**config.mk**
```make
export PLATFORM = sky130hd
export DESIGN_NAME = sgpio_initiator
export DESIGN_NICKNAME = d
export VERILOG_FILES = /design/src/rtl/sgpio_pkg.sv /design/src/rtl/sgpio_clk_gen.sv /design/src/rtl/sgpio_initiator.sv
export SDC_FILE = /design/constraint.sdc
export NUM_CORES = 1
export LEC_CHECK = 0
export ABC_CLOCK_PERIOD_IN_PS = 11780
export BUFFER_PORTS_ARGS = -buffer_cell sky130_fd_sc_hd__buf_4
export CORE_MARGIN = 3
export CORE_UTILIZATION = 30
export CTS_BUF_LIST = sky130_fd_sc_hd__clkbuf_4
export CTS_CLUSTER_SIZE = 25
export DETAILED_ROUTE_END_ITERATION = 16
export PLACE_DENSITY = 0.49
export REMOVE_ABC_BUFFERS = 1
export SETUP_SLACK_MARGIN = 0.05
export SLEW_MARGIN = 0
export SYNTH_ARGS = -nofsm -noshare
export SYNTH_HDL_FRONTEND = slang
export SYNTH_HIERARCHICAL = 1
export SYNTH_SLANG_ARGS = --single-unit
```
**constraint.sdc**
```tcl
create_clock -name SYSCLK -period 11.78 [get_ports SYSCLK]
set_clock_uncertainty 0.2 [all_clocks]
set_input_delay 2.356 -clock SYSCLK [delete_from_list [all_inputs] [get_ports SYSCLK]]
set_output_delay 2.356 -clock SYSCLK [all_outputs]
set_load 0.005 [all_outputs]
```
**src/rtl/sgpio_pkg.sv**
```systemverilog
// Shared constants and FSM state encoding for the SGPIO initiator.
package sgpio_pkg;
  localparam int BITS_PER_DRIVE = 3;
  localparam int FLD_ACT        = 0;
  localparam int FLD_LOC        = 1;
  localparam int FLD_FAIL       = 2;
  localparam int VENDOR_BITS    = 4;

  typedef enum logic {
    IDLE  = 1'b0,
    SHIFT = 1'b1
  } sgpio_state_e;
endpackage

```
**src/rtl/sgpio_clk_gen.sv**
```systemverilog
// SClock divider: toggles ck every CLK_DIV cycles while run is high, parked low otherwise.
module sgpio_clk_gen #(
  parameter int CLK_DIV = 125
) (
  input  logic clk,
  input  logic rst,
  input  logic run,
  output logic ck,
  output logic ck_rise,
  output logic ck_fall
);
  localparam int CNT_W = (CLK_DIV > 1) ? $clog2(CLK_DIV) : 1;
  localparam logic [CNT_W-1:0] RELOAD = CNT_W'(CLK_DIV - 1);

  logic [CNT_W-1:0] cnt;
  logic             tick;

  // Strobes mark the SYSCLK edge on which ck is about to change level.
  assign tick    = run && (cnt == '0);
  assign ck_rise = tick && !ck;
  assign ck_fall = tick && ck;

  always_ff @(posedge clk or posedge rst) begin
    if (rst) begin
      cnt <= RELOAD;
      ck  <= 1'b0;
    end else if (!run) begin
      cnt <= RELOAD;
      ck  <= 1'b0;
    end else if (tick) begin
      cnt <= RELOAD;
      ck  <= ~ck;
    end else begin
      cnt <= cnt - CNT_W'(1);
    end
  end
endmodule

```
**src/rtl/sgpio_initiator.sv**
```systemverilog
// SFF-8485 SGPIO initiator: serialises per-drive ACT/LOC/FAIL bits as continuous frames.
// Optional SDataIn capture is enabled with `define SGPIO_SDATAIN_EN.
module sgpio_initiator
  import sgpio_pkg::*;
#(
  parameter int NUM_DRIVES = 36,
  parameter int CLK_DIV    = 125
) (
  input  logic                           SYSCLK,
  input  logic                           RESET,
  input  logic                           EN,
  input  logic [NUM_DRIVES-1:0]          DRV_ACT,
  input  logic [NUM_DRIVES-1:0]          DRV_LOC,
  input  logic [NUM_DRIVES-1:0]          DRV_FAIL,
  input  logic [VENDOR_BITS-1:0]         VENDOR,
  output logic                           SGPIO_CK,
  output logic                           SGPIO_LD,
  output logic                           SGPIO_DATA,
  output logic                           BUSY,
  output logic                           FRAME_DONE
`ifdef SGPIO_SDATAIN_EN
  ,
  input  logic                           SGPIO_DIN,
  output logic [BITS_PER_DRIVE*NUM_DRIVES-1:0] DRV_IN
`endif
);
  localparam int FL  = BITS_PER_DRIVE * NUM_DRIVES;
  localparam int K_W = $clog2(FL);
  localparam logic [K_W-1:0] K_LAST = K_W'(FL - 1);

  sgpio_state_e           state;
  logic [K_W-1:0]         k;
  logic [FL-1:0]          data_sh;
  logic [VENDOR_BITS-1:0] ven_sh;
  logic [FL-1:0]          frame_now;
  logic                   ck_rise, ck_fall;
  logic                   frame_end, start;

  function automatic logic [FL-1:0] pack_frame(
    input logic [NUM_DRIVES-1:0] act,
    input logic [NUM_DRIVES-1:0] loc,
    input logic [NUM_DRIVES-1:0] fail
  );
    logic [FL-1:0] f;
    f = '0;
    for (int d = 0; d < NUM_DRIVES; d++) begin
      f[BITS_PER_DRIVE*d + FLD_ACT]  = act[d];
      f[BITS_PER_DRIVE*d + FLD_LOC]  = loc[d];
      f[BITS_PER_DRIVE*d + FLD_FAIL] = fail[d];
    end
    return f;
  endfunction

  assign frame_now = pack_frame(DRV_ACT, DRV_LOC, DRV_FAIL);
  assign frame_end = ck_fall && (k == K_LAST);
  // A new frame starts either from IDLE or back-to-back on the closing falling edge.
  assign start     = EN && ((state == IDLE) || frame_end);

  sgpio_clk_gen #(.CLK_DIV(CLK_DIV)) u_clk_gen (
    .clk     (SYSCLK),
    .rst     (RESET),
    .run     (state == SHIFT),
    .ck      (SGPIO_CK),
    .ck_rise (ck_rise),
    .ck_fall (ck_fall)
  );

  // Frame FSM and registered LD/DATA, updated only on SClock falling edges.
  always_ff @(posedge SYSCLK or posedge RESET) begin
    if (RESET) begin
      state      <= IDLE;
      k          <= '0;
      BUSY       <= 1'b0;
      FRAME_DONE <= 1'b0;
      SGPIO_LD   <= 1'b0;
      SGPIO_DATA <= 1'b0;
    end else begin
      FRAME_DONE <= frame_end;
      if (start) begin
        state      <= SHIFT;
        k          <= '0;
        BUSY       <= 1'b1;
        SGPIO_LD   <= 1'b1;
        SGPIO_DATA <= frame_now[0];
      end else if (frame_end) begin
        state      <= IDLE;
        k          <= '0;
        BUSY       <= 1'b0;
        SGPIO_LD   <= 1'b0;
        SGPIO_DATA <= 1'b0;
      end else if (ck_fall) begin
        k          <= k + K_W'(1);
        SGPIO_LD   <= (k < K_W'(VENDOR_BITS)) ? ven_sh[0] : 1'b0;
        SGPIO_DATA <= data_sh[0];
      end
    end
  end

  // Shadow of the frame being sent; bit 0 goes straight to SGPIO_DATA at start.
  always_ff @(posedge SYSCLK) begin
    if (start) begin
      data_sh <= frame_now >> 1;
      ven_sh  <= VENDOR;
    end else if (ck_fall) begin
      data_sh <= data_sh >> 1;
      ven_sh  <= ven_sh >> 1;
    end
  end

`ifdef SGPIO_SDATAIN_EN
  logic [FL-1:0] capture;

  always_ff @(posedge SYSCLK) begin
    if (ck_rise) capture[k] <= SGPIO_DIN;
  end

  // Only a completed frame publishes its capture.
  always_ff @(posedge SYSCLK or posedge RESET) begin
    if (RESET)          DRV_IN <= '0;
    else if (frame_end) DRV_IN <= capture;
  end
`endif
endmodule

```
==> out/qor.csv <==
metric,value,unit
P_sw,0.2296,mW
Residual DRC,0,
TritonCTS clock tree,yes,
Worst Reg-to-Reg Cells,9,
die area,22430,sq um
postcts setup bufs,0,
first-pass GRT wire length,18650,um
minimum clock period,5.491,ns
Core Box Area,19910,sq um
via/cell ratio,4.432,
worst-skew pair later-pin latency,0.52,ns
Crit path required time,11.85,ns
Pre-antenna DRT Iters,4,
Hold Path Stages,1,
combinational fraction of design power,0.089,
Worst Path Max Fanout,50,
Final Util,0.3778,
CTS Sinks,130,
metal2 WL,5200,um
WL met1,5637,um
post-cts repair resize count,0,
top sig layer,met5,
"Slew Viols, Final",0,
Worst R2R Setup Slack,6.91,ns
Final setup viols,0,
WL met3,900,um
crit path capture type,register,
"Period Utilization, post-route",0.4661,
global route overflow,0,
vias in the first global route,3468,
WP data arrival,5.57,ns
max-cap violations,0,
vias,3280,
root buffer cell,clkbuf_4,
WL/cell,15.98,um
die width,149.8,um
initial antenna violation count,2,
peak supply drop,0.07866,mV
Detail Route Antenna Nets,0,
terminus of the critical flop-to-flop path,data_sh[9],
fraction of layout cells with a size suffix above 1,0.5768,
"commonest cells after routing, fill and taps aside","buf_4 (122), edfxtp_1 (111), mux2_4 (99)",
pin count of the biggest net entering global routing,76,
routability cong.,0.7131,
Hold Path End,u_clk_gen/cnt[0],
HPWL Detailed,7417,um
H-tree Lvls,4,
fmax,182.1,MHz
Clk pwr share,0.347,
startpoint of the worst hold path,u_clk_gen/cnt[0],
Sequential Power Share,0.563,
FP Rows,51,
I/O pin total,120,
P&R area growth vs syn,21.31,%
power per cell area,126.3,nW/um^2
Die Y,149.8,um
post-synthesis cell count,337,
CP startpoint kind,input pin,
# nets final,579,
PortBufs,119,
TritonCTS buffer count,17,
Yosys Warn Count,6,
Setup TNS Final,0,ns
leakage,3.192,nW
Post-Syn Area per Cell,18.40,sq um
internal power,0.7201,mW
Max clock buf depth,2,
Relative slew margins,0.2933,
status,finished clean,
GRT Overall Usage,0.1095,
Hold Path Class,reg2reg,
CTS Hold Bufs,0,
unrepaired setup endpoints after global routing,no,
cell area after synthesis,6201,sq um
Clock transition at path regs,0.12,ns
worst flop-to-flop path startpoint,u_clk_gen/cnt[0],
Critical Setup Path Class,in2reg,
"most common cell after layout, fill and taps aside",buf_4,
Initial Util,0.3115,
initial DRC count,235,
Hold Fails Final Rpt,0,
Tightest Pin Transition,1.058,ns
Sw Share,0.2418,
Ant. Diodes,0,
WL final,11830,um
## worst max-delay path by stage
stage / start / to / slack (ns) / cells after the start
after detailed placement: EN / data_sh[9] / 5.70 / 6
after global routing: EN / data_sh[7] / 6.16 / 6
after floorplan: EN / data_sh[0] / 5.57 / 3
after CTS: EN / data_sh[7] / 6.31 / 6
final: EN / data_sh[9] / 6.29 / 6
after global placement: EN / data_sh[8] / 5.78 / 6
## routing by layer
layer	GRT usage	vias up
li1	-	1550
met1	0.1514	1615
met2	0.1568	105
met3	0.04603	6
met4	0.03294	4
met5	0	-
## layout make-up
cell class              count  area, sq um
fillers                  1920        12390
flip-flops and latches    130         3815
multi-input cells         185         2126
repair buffers            122        915.9
well taps                 265        331.6
clock inverters            15        183.9
clock buffers              17        127.6
inverters                   6        22.52
## registers in the layout, indices dropped and copies added (netlist names)
name	cells
ven_sh	4
u_clk_gen/ck	1
u_clk_gen/cnt	7
FRAME_DONE	1
data_sh	107
k	7
state	1
SGPIO_LD	1
SGPIO_DATA	1
## through the flow
step	instances	power (mW)	hold WS, ns	setup WS (ns)	area, sq um
finish	740	0.9498	0.3258	6.289	7522
global route	740	1.005	0.3539	6.160	7522
CTS	740	0.9703	0.3253	6.310	7522
detailed placement	708	0.6306	0.3042	5.699	7211
global placement	708	0.6273	0.2910	5.781	7211
floorplan	321	0.5854	0.2686	5.569	5956
## critical path, cell delays in order
cell     delay [ns]
buf_4          0.12
nor2b_1        0.22
a21oi_4        0.84
buf_4          0.69
buf_4          0.81
mux2_2         0.42
## power by group through the flow
stage,logic [mW],clock network [mW],registers (mW)
5_1_grt,0.0950,0.371,0.538
3_5_place_dp,0.0857,0,0.545
4_1_cts,0.0864,0.349,0.535
6_report,0.0849,0.330,0.535
2_1_floorplan,0.0440,0,0.541
3_3_place_gp,0.0830,0,0.544
No activity file was read; power rests on OpenSTA's default activity.
